==> src/rtl/tape_fsk_sequencer_pkg.sv <==
// Shared types and framing constants for the cassette FSK sequencer.
package tape_pkg;
    typedef enum logic [1:0] {
        ST_IDLE = 2'd0,
        ST_BIT  = 2'd1,
        ST_DONE = 2'd2
    } tape_state_e;

    localparam int   FRAME_BITS  = 10;
    localparam logic START_LEVEL = 1'b0;
    localparam logic STOP_LEVEL  = 1'b1;
endpackage

==> src/rtl/tape_fsk_sequencer_if.sv <==
// Byte handshake and status bundle between the I/O-port decode and the sequencer.
interface tape_fsk_sequencer_if;
    logic [7:0] in_data;
    logic       in_valid;
    logic       in_ready;
    logic       abort;
    logic       busy;
    logic       phase_err;

    modport master (output in_data, in_valid, abort, input in_ready, busy, phase_err);
    modport slave  (input in_data, in_valid, abort, output in_ready, busy, phase_err);
endinterface

==> src/rtl/tape_fsk_sequencer_tone_timer.sv <==
// Half-tone down-counter with terminal-count pulse, plus a toggle counter that
// flags the last toggle of the current bit.
module tape_tone_timer #(
    parameter int CNT_W = 8,
    parameter int TOG_W = 4
) (
    input  logic             clk,
    input  logic             reset,
    input  logic             load,
    input  logic             run,
    input  logic [CNT_W-1:0] load_val,
    input  logic [CNT_W-1:0] reload_val,
    input  logic [TOG_W-1:0] tog_target,
    output logic             tc,
    output logic             bit_end
);
    logic [CNT_W-1:0] cnt_q, cnt_d;
    logic [TOG_W-1:0] tog_q, tog_d;

    assign tc      = run && (cnt_q == '0);
    assign bit_end = tc && ((tog_q + TOG_W'(1)) == tog_target);

    always_comb begin
        cnt_d = cnt_q;
        tog_d = tog_q;
        if (load) begin
            cnt_d = load_val;
            tog_d = '0;
        end else if (tc) begin
            cnt_d = reload_val;
            tog_d = tog_q + TOG_W'(1);
        end else if (run) begin
            cnt_d = cnt_q - CNT_W'(1);
        end
    end

    always_ff @(posedge clk or posedge reset) begin
        if (reset) begin
            cnt_q <= '0;
            tog_q <= '0;
        end else begin
            cnt_q <= cnt_d;
            tog_q <= tog_d;
        end
    end
endmodule

==> src/rtl/tape_fsk_sequencer.sv <==
// Frames a byte as {stop, data, start} and toggles an external JK flip-flop at
// the FSK half-tone rate of each bit.
//   state   | meaning
//   ST_IDLE | flip-flop held cleared, waiting for a byte
//   ST_BIT  | toggling the flip-flop for the current bit
//   ST_DONE | one clock to check the flip-flop came back to 0
module tape_fsk_sequencer
    import tape_pkg::*;
#(
    parameter int HALF_0   = 8,
    parameter int CYCLES_0 = 2,
    parameter int HALF_1   = 4,
    parameter int CYCLES_1 = 4,
    parameter int CNT_W    = 8
) (
    input  logic                 clk,
    input  logic                 reset,
    tape_fsk_sequencer_if.slave  host,
    output logic                 ff_j,
    output logic                 ff_k,
    output logic                 ff_clk,
    output logic                 ff_clrn,
    input  logic                 ff_q
);
    localparam logic [CNT_W-1:0] HM1_0 = CNT_W'(HALF_0 - 1);
    localparam logic [CNT_W-1:0] HM1_1 = CNT_W'(HALF_1 - 1);
    localparam int MAX_CYC = (CYCLES_0 > CYCLES_1) ? CYCLES_0 : CYCLES_1;
    localparam int TOG_W   = $clog2(2 * MAX_CYC + 1);
    localparam logic [TOG_W-1:0] TOG_0 = TOG_W'(2 * CYCLES_0);
    localparam logic [TOG_W-1:0] TOG_1 = TOG_W'(2 * CYCLES_1);
    localparam logic [3:0] LAST_IDX = 4'(FRAME_BITS - 1);

    tape_state_e           state_q, state_d;
    logic [FRAME_BITS-1:0] frame_q, frame_d;
    logic [3:0]            idx_q, idx_d;
    logic                  phase_err_q, phase_err_d;
    logic                  ff_clk_q, ff_clk_d;
    logic                  active_q, active_d;
    logic                  in_ready_q, in_ready_d;

    logic             tmr_load, tmr_run, tc, bit_end;
    logic [CNT_W-1:0] load_val, reload_val;
    logic [TOG_W-1:0] tog_target;

    function automatic logic [CNT_W-1:0] half_m1(input logic b);
        return b ? HM1_1 : HM1_0;
    endfunction

    // frame_q shifts right as bits complete, so bit 0 is always the current bit.
    assign reload_val = half_m1(frame_q[0]);
    assign tog_target = frame_q[0] ? TOG_1 : TOG_0;

    tape_tone_timer #(.CNT_W(CNT_W), .TOG_W(TOG_W)) u_timer (
        .clk        (clk),
        .reset      (reset),
        .load       (tmr_load),
        .run        (tmr_run),
        .load_val   (load_val),
        .reload_val (reload_val),
        .tog_target (tog_target),
        .tc         (tc),
        .bit_end    (bit_end)
    );

    always_comb begin
        state_d     = state_q;
        frame_d     = frame_q;
        idx_d       = idx_q;
        phase_err_d = phase_err_q;
        ff_clk_d    = 1'b0;
        tmr_load    = 1'b0;
        tmr_run     = 1'b0;
        load_val    = half_m1(frame_q[0]);
        case (state_q)
            ST_IDLE: begin
                if (host.in_valid) begin
                    frame_d     = {STOP_LEVEL, host.in_data, START_LEVEL};
                    idx_d       = '0;
                    phase_err_d = 1'b0;
                    tmr_load    = 1'b1;
                    load_val    = half_m1(START_LEVEL);
                    state_d     = ST_BIT;
                end
            end
            ST_BIT: begin
                if (host.abort) begin
                    state_d = ST_IDLE;
                end else begin
                    tmr_run = 1'b1;
                    if (tc) begin
                        ff_clk_d = 1'b1;
                        if (bit_end) begin
                            if (idx_q == LAST_IDX) begin
                                state_d = ST_DONE;
                            end else begin
                                idx_d    = idx_q + 4'd1;
                                frame_d  = {1'b0, frame_q[FRAME_BITS-1:1]};
                                tmr_load = 1'b1;
                                load_val = half_m1(frame_q[1]);
                            end
                        end
                    end
                end
            end
            ST_DONE: begin
                if (!host.abort && ff_q) phase_err_d = 1'b1;
                state_d = ST_IDLE;
            end
            default: state_d = ST_IDLE;
        endcase
        active_d   = (state_d != ST_IDLE);
        in_ready_d = (state_d == ST_IDLE);
    end

    // Pin controls come straight from flops so the async clear-bar never glitches.
    always_ff @(posedge clk or posedge reset) begin
        if (reset) begin
            state_q     <= ST_IDLE;
            frame_q     <= '0;
            idx_q       <= '0;
            phase_err_q <= 1'b0;
            ff_clk_q    <= 1'b0;
            active_q    <= 1'b0;
            in_ready_q  <= 1'b1;
        end else begin
            state_q     <= state_d;
            frame_q     <= frame_d;
            idx_q       <= idx_d;
            phase_err_q <= phase_err_d;
            ff_clk_q    <= ff_clk_d;
            active_q    <= active_d;
            in_ready_q  <= in_ready_d;
        end
    end

    assign ff_j           = active_q;
    assign ff_k           = active_q;
    assign ff_clrn        = active_q;
    assign ff_clk         = ff_clk_q;
    assign host.busy      = active_q;
    assign host.in_ready  = in_ready_q;
    assign host.phase_err = phase_err_q;
endmodule

==> src/flat_wrapper.sv <==
// flat-port wrapper written by rule: the top's interface ports become plain ports
module tape_fsk_sequencer_flat import tape_pkg::*;
#(
    parameter int HALF_0   = 8,
    parameter int CYCLES_0 = 2,
    parameter int HALF_1   = 4,
    parameter int CYCLES_1 = 4,
    parameter int CNT_W    = 8
)
  (clk, reset, ff_j, ff_k, ff_clk, ff_clrn, ff_q, host_in_data, host_in_valid, host_abort, host_in_ready, host_busy, host_phase_err);
  tape_fsk_sequencer_if host_i ();
  input  logic clk;
  input  logic reset;
  output logic ff_j;
  output logic ff_k;
  output logic ff_clk;
  output logic ff_clrn;
  input  logic ff_q;
  input wire logic [$bits(host_i.in_data)-1:0] host_in_data;
  input wire logic [$bits(host_i.in_valid)-1:0] host_in_valid;
  input wire logic [$bits(host_i.abort)-1:0] host_abort;
  output wire logic [$bits(host_i.in_ready)-1:0] host_in_ready;
  output wire logic [$bits(host_i.busy)-1:0] host_busy;
  output wire logic [$bits(host_i.phase_err)-1:0] host_phase_err;
  assign host_i.in_data = host_in_data;
  assign host_i.in_valid = host_in_valid;
  assign host_i.abort = host_abort;
  assign host_in_ready = host_i.in_ready;
  assign host_busy = host_i.busy;
  assign host_phase_err = host_i.phase_err;
  tape_fsk_sequencer #(.HALF_0(HALF_0), .CYCLES_0(CYCLES_0), .HALF_1(HALF_1), .CYCLES_1(CYCLES_1), .CNT_W(CNT_W)) u_core (.clk(clk), .reset(reset), .host(host_i), .ff_j(ff_j), .ff_k(ff_k), .ff_clk(ff_clk), .ff_clrn(ff_clrn), .ff_q(ff_q));
endmodule
==> config.mk <==
export PLATFORM = sky130hd
export DESIGN_NAME = tape_fsk_sequencer_flat
export DESIGN_NICKNAME = d
export VERILOG_FILES = /design/src/rtl/tape_fsk_sequencer_pkg.sv /design/src/rtl/tape_fsk_sequencer_if.sv /design/src/rtl/tape_fsk_sequencer_tone_timer.sv /design/src/rtl/tape_fsk_sequencer.sv /design/src/flat_wrapper.sv
export SDC_FILE = /design/constraint.sdc
export NUM_CORES = 1
export LEC_CHECK = 0
export ABC_AREA = 1
export BUFFER_PORTS_ARGS = -buffer_cell sky130_fd_sc_hd__buf_2
export CAP_MARGIN = 25
export CORE_MARGIN = 5
export CORE_UTILIZATION = 50
export DETAILED_ROUTE_END_ITERATION = 7
export HOLD_SLACK_MARGIN = 0.02
export PLACE_DENSITY = 0.71
export SETUP_SLACK_MARGIN = 0.4
export SLEW_MARGIN = 10
export SYNTH_ARGS = -nofsm -noshare
export SYNTH_HDL_FRONTEND = slang
export SYNTH_SLANG_ARGS = --single-unit
==> constraint.sdc <==
create_clock -name clk -period 3.7 [get_ports clk]
set_clock_uncertainty 0.2 [all_clocks]
set_input_delay 0.37 -clock clk [delete_from_list [all_inputs] [get_ports clk]]
set_output_delay 0.37 -clock clk [all_outputs]
set_load 0.005 [all_outputs]
==> results.md, run 1 <==
* Pins Over Slew Limit at 0
* Grt ovf at 0
* CP Capture Type: register
* Synth top area cells: dfrtp_1 45%, nand2_1 8.7%, nor2_1 6.7%
* Met2 global-route usage at 24.2%
* Fin worst setup slack at 1570 ps
* Clock sinks at 32
* Synth-to-Final Area Change at 10.2%
* TritonCTS buffer count at 5
* Number of detailed-route iterations in the first pass at 4
* Tot GR Track Use at 15.8%
* DR DRC count at 0
* Synthesized cell area at 1740 um2
* TritonCTS clock tree: yes
* Leakage power at 0.944 nW
* Post-CTS sizing at 0
* Final hold vios at 0
* Detailed Route Iter0 Violations at 49
* # hold bufs at CTS at 1
* Synth top area share at 44.7%
* Root buf cell: clkbuf_4
* ANT cells at 0
* Met3 Use GR at 5.51%
* H-tree levels at 2
* Post-DP HPWL at 2240 um
* Slowest cell on crit path: dfrtp_1
* Cells after Synth at 205
* Max Clock Freq at 470 MHz
* Path type of the worst setup path: register to register
* Worst skew pair latency at 330 ps
* Share of post-route cells with drive strength above 1 at 21.6%
* Synth warn at 0
* Final period util at 57.5%
* Least-Margin Pin Slew at 768 ps
* Fin util at 57.3%
* Initial antenna violation count at 0
* Max Root-Sink Buffers at 2
* Vias in the first global route at 1256
* Crit path DAT at 2140 ps
* Final wirelength at 3070 um
* Startpoint Class: register
* Netlist cell types at 31
* Core area at 3340 um2
* Pre-CTS worst setup slack at 1590 ps
* HP Class: input pin to register
* Antenna viol nets, final at 0
* Setup Fix Bufs, Post-CTS at 0
* Initial Utilization at 52.0%
* Nets at 245
* Overall power at 860 uW
* Placed instance area at 1840 um2
* Die X at 68.9 um
* Data required, critical path at 3720 ps
* Slowest stage delay, CP at 440 ps
* Post-synth top area cell: dfrtp_1
* Row cnt at 21
* # fillers at 313
* Post-route setup TNS at 0 ps
* Synthesis-stage register bit count at 32
* Mean area per synthesized cell at 8.47 um2
* Design area at 1910 um2
* Non-filler cells, final at 273
* Max_cap viols at 0
* VDD IR max at 0.286 mV
* RSZ-0062 raised after global routing: false
* Post-Syn Nets at 224
* CP Cell Sequence: nor2_1, nand2_1, nand2_1, nand4_1, or2_2, nand2_1, a21oi_1
* First-pass GRT wire length at 5500 um
* DR WL/cell at 11.2 um
* Clock transition at the registers of the reported paths at 100 ps
* Final setup viols at 0
* Largest net degree at the start of global routing at 28
* Worst hold margin at 87.0 ps
* Fin crit period at 2130 ps
* Vias per inst at 4.93
* Slew headroom at 48.7%
* Placed Cells at 264
* Crit path top cell by count: nand2_1
* GR peak layer: met2
* Via count at 1345
* Placer congestion estimate at 0.856
* Routing usage on met1 at 21.0%
* Die footprint at 4750 um2
* Post-synthesis sequential area ratio at 46.2%
* Critical path fanouts, max at 12
* Cell Pwr Density at 449 nW/um2
* PortBufs at 19
* Status: finished, final reports clean
* Die Y-Extent at 68.9 um
* IO Pins at 20
## worst max-delay path, delay by kind of cell (launching register included)
family | cells | cell delay [ps]
AO/OA/AOI/OAI | 1 | 30
AND/OR/NAND/NOR | 6 | 1350
flip-flops | 1 | 440
## area by class of cell
cell class / instances / area [um2] / share of cell area (%)
sequential: 32 / 802 / 41.9
multi-input combinational: 141 / 786 / 41.1
timing repair buffer: 21 / 113 / 5.89
inverter: 25 / 93.8 / 4.91
tap: 46 / 57.6 / 3.01
clock buffer: 6 / 51.3 / 2.68
clock inverter: 2 / 10.0 / 0.523
## synthesized netlist by cell type
library cell,count
nand3_2,1
a31oi_1,2
inv_2,1
buf_4,4
dfstp_2,1
o21ai_0,9
o211ai_1,1
or2_2,1
nand3_1,14
nor3_1,2
dfrtp_1,31
o21ai_1,2
a21oi_2,1
nand2_1,40
nand4_1,3
clkbuf_1,1
o31ai_1,1
a31oi_2,5
inv_1,24
nor2_4,3
nand2_2,2
a21oi_1,8
xor2_1,2
nand2_4,2
nand2_8,1
nor2_1,31
nor2_2,3
ha_1,6
a32o_1,1
buf_2,1
buf_8,1
## layout by cell type (no fill, tap or decap)
cell and n:
a21oi_2 1, nand2_8 1, dfstp_2 1, nor2_2 3, nor3_1 2, inv_1 24, nand3_1 14, nand2_1 40
clkbuf_4 5, nand3_2 1, o211ai_1 1, a31oi_2 5, a32o_1 1, a31oi_1 2, dfrtp_1 31, a21oi_1 8
clkinv_2 2, o31ai_1 1, o21ai_1 2, ha_1 6, clkbuf_8 1, buf_2 19, buf_4 1, xor2_1 2
nor2_4 3, nand2_2 2, nand4_1 3, dlygate4sd3_1 1, o21ai_0 9, nand2_4 2, inv_2 1, nor2_1 31
or2_2 1
## final timing paths
kind | from | slack [ps] | end | depth (start not counted)
max reg2reg | u_core.state_q[0] | 1570 | u_core.u_timer.cnt_q[5] | 7
max | u_core.state_q[0] | 1570 | u_core.u_timer.cnt_q[5] | 7
max in group asynchronous | reset | 2110 | u_core.frame_q[4] | 4
min reg2reg | u_core.host.phase_err | 300 | u_core.host.phase_err | 1
min | ff_q | 90 | u_core.host.phase_err | 2
min in group asynchronous | reset | 510 | u_core.frame_q[5] | 3
## sequential cells by signal, summed over array words and instances (netlist names)
signal and cells:
u_core.ff_clk 1, u_core.ff_clrn 1, u_core.frame_q 10, u_core.host.in_ready 1, u_core.host.phase_err 1, u_core.idx_q 4, u_core.state_q 2, u_core.u_timer.cnt_q 8
u_core.u_timer.tog_q 4
## layer usage
layer,wire (um),vias to the layer above
li1,-,697
met1,1520,615
met2,1340,26
met3,157,7
met4,46,0
met5,0,-
## kinds of logic after synthesis
kind of cell | after synthesis | synth area share [%]
DFF | 32 | 46.2
AOI/OAI and AO/OA | 30 | 11.8
buffers and inverters | 32 | 8.51
xor gates and xnor gates | 2 | 1.01
adders and majority gates | 6 | 4.33
and+or+nand+nor | 103 | 28.2
## power by group
group          switching (mW)  total (mW)  internal [mW]
logic                   0.129       0.206         0.0776
clock network           0.119       0.209         0.0903
registers              0.0393       0.444          0.405
total                   0.287       0.860          0.573
Power figures use the tool's default switching activity.
==> run 2: changes to the inputs <==
Settings changed: PLACE_DENSITY 0.71 to 0.74.
Clock period 3.7 ns to 1.8 ns, I/O delays scaled along.
==> results.md, run 2 (synthesized netlist as in run 1, its figures left out) <==
* Core area at 3340 um2 (unchanged)
* Commonest non-fill, non-tap cell in the layout: dfrtp_1
* Vias per inst at 5.24 (+6.3%)
* Placed Cells at 278 (+5.3%)
* Least-Margin Pin Slew at 435 ps (-333 ps)
* # fillers at 250 (-20%)
* Grt ovf at 0 (unchanged)
* Most frequent cells in the layout: 31 x dfrtp_1, 29 x nand2_1, 23 x nor2_1, 22 x buf_4, 20 x inv_1
* Final hold vios at 0 (unchanged)
* Clock transition at the registers of the reported paths at 90 ps (about the same)
* ANT cells at 0 (unchanged)
* Slowest cell on crit path: dfrtp_1
* Worst skew pair latency at 350 ps (+20 ps)
* Fin util at 71.7% (+14 points)
* Comb power frac at 31.9% (+7.9 points)
* Most flops, register: u_core.frame_q
* CP Capture Type: register
* Crit path DAT at 2020 ps (-120 ps)
* Number of detailed-route iterations in the first pass at 4 (unchanged)
* Slowest stage delay, CP at 420 ps (-20 ps)
* Vias in the first global route at 1460 (+16%)
* Synth-to-Final Area Change at 37.9%
* Clock sinks at 32 (unchanged)
* Fin crit period at 1980 ps (-151 ps)
* Non-filler cells, final at 309 (+13%)
* Net Sw Frac at 34.9% (+1.5 points)
* Cell Pwr Density at 836 nW/um2 (+86%)
* Row cnt at 21 (unchanged)
* Initial Utilization at 52.0% (unchanged)
* DR DRC count at 0 (unchanged)
* Pre-CTS worst setup slack at -88.8 ps (-1670 ps)
* Slew headroom at 70.9% (+22 points)
* Max Clock Freq at 506 MHz (+7.7%)
* VDD IR max at 0.608 mV (+110%)
* Top Registers: u_core.frame_q x10, u_core.u_timer.cnt_q x8
* Root buf cell: clkbuf_4
* First-pass GRT wire length at 6450 um (+17%)
* Fin worst setup slack at -176 ps (-1750 ps)
* Die X at 68.9 um (unchanged)
* Post-route setup TNS at -3430 ps (-3430 ps)
* Final period util at 110% (+52 points)
* Critical path fanouts, max at 7 (-5)
* Clock power frac at 21.8% (-2.5 points)
* Path type of the worst setup path: register to register
* Antenna viol nets, final at 0 (unchanged)
* Pins Over Slew Limit at 0 (unchanged)
* RSZ-0062 raised after global routing: true
* TritonCTS buffer count at 5 (unchanged)
* Detailed Route Iter0 Violations at 86 (+76%)
* Max_cap viols at 0 (unchanged)
* Tot GR Track Use at 18.5% (+2.7 points)
* Final wirelength at 4400 um (+43%)
* Status: finished with violations
* Pint at 1.30 mW (+130%)
* Final setup viols at 28 (+28)
* Design area at 2390 um2 (+25%)
* Crit path top cell by count: nand2_2
* HP Class: input pin to register
* Die Y-Extent at 68.9 um (unchanged)
* Leakage power at 1.13 nW (+20%)
* Placer congestion estimate at 0.761 (-11%)
* IO Pins at 20 (unchanged)
* TritonCTS clock tree: yes
* Failing checks: setup timing
* CP Cell Sequence: ha_2, inv_2, nand2_2, nand2_2, nand2_2, nand2_2, nand2_2, nor2_4, nand2_8, nand2_8, nor2_4, nand2_2, o31ai_2
* Data required, critical path at 1840 ps (-1880 ps)
* Die footprint at 4750 um2 (unchanged)
* Nets at 281 (+15%)
* Largest net degree at the start of global routing at 33 (+18%)
* Reg power frac at 46.3% (-5.4 points)
* Startpoint Class: register
* H-tree levels at 2 (unchanged)
* Max reg flops at 10 (unchanged)
* Post-DP HPWL at 2460 um (+9.9%)
* DR WL/cell at 14.2 um (+27%)
* PortBufs at 19 (unchanged)
* Share of post-route cells with drive strength above 1 at 43.0% (+21 points)
* Switch Pwr at 697 uW (+140%)
* Initial antenna violation count at 0 (unchanged)
* Placed instance area at 1960 um2 (+6.2%)
* Via count at 1618 (+20%)
* Max Root-Sink Buffers at 2 (unchanged)
## run 2: final cells by class
class                      instances  area (um2)  area share, %
timing repair buffer              55         405           16.9
multi-input combinational        143         975           40.7
sequential                        32         802           33.5
clock buffer                       8        58.8           2.46
tap                               46        57.6           2.41
inverter                          25        93.8           3.92
## run 2: per-layer routing
| metal | track usage (%) | wire length, um | vias to the layer above |
|---|---|---|---|
| met5 | 0 | 0 | - |
| met4 | 9.98 | 145 | 0 |
| met3 | 4.38 | 217 | 17 |
| met2 | 29.5 | 2270 | 46 |
| met1 | 23.1 | 1770 | 777 |
| li1 | - | - | 778 |
## run 2: worst paths after layout
path / startpoint / endpoint / slack, ps / depth (start not counted)
max in group asynchronous: reset / u_core.host.in_ready / 800 / 4
worst max-delay path: u_core.u_timer.tog_q[0] / u_core.u_timer.tog_q[2] / -180 / 13
worst min register to register: u_core.frame_q[5] / u_core.frame_q[5] / 300 / 2
worst min-delay path: host_abort / u_core.host.phase_err / 40 / 3
min in group asynchronous: reset / u_core.frame_q[9] / 280 / 4
worst max register to register: u_core.u_timer.tog_q[0] / u_core.u_timer.tog_q[2] / -180 / 13
## run 2: critical path, delay by kind of cell (launching register included)
kind | cells | cell delay [ps]
AND/OR/NAND/NOR | 10 | 930
flip-flops | 1 | 420
adder cells (fa/ha/maj) | 1 | 210
AO/OA/AOI/OAI | 1 | 60
buffers and inverters | 1 | 50
## run 2: what timing repair did
item | 4_1_cts | 5_1_grt
gates resized for setup | 9 | 39
hold buffers | 10 | 0
endpoints found under the setup margin | 28 | 30
hold endpoints to repair | 40 | 0
cloned | 2 | 0
setup buffers | 2 | 9
pin swaps | 7 | 10
## run 2: power groups by stage
stage	Sequential, mW	Clock [mW]	Combinational (mW)
floorplan	0.910	0	0.365
global placement	0.913	0	0.480
CTS	0.910	0.439	0.534
detailed placement	0.920	0	0.489
finish	0.925	0.435	0.639
global route	0.935	0.465	0.725
## run 2: stage by stage
step	power [mW]	hold WS, ps
final	2.00	43.7
after global routing	2.13	56.7
after CTS	1.88	46.2
after detailed placement	1.41	95.6
after global placement	1.39	83.5
after floorplan	1.28	95.5
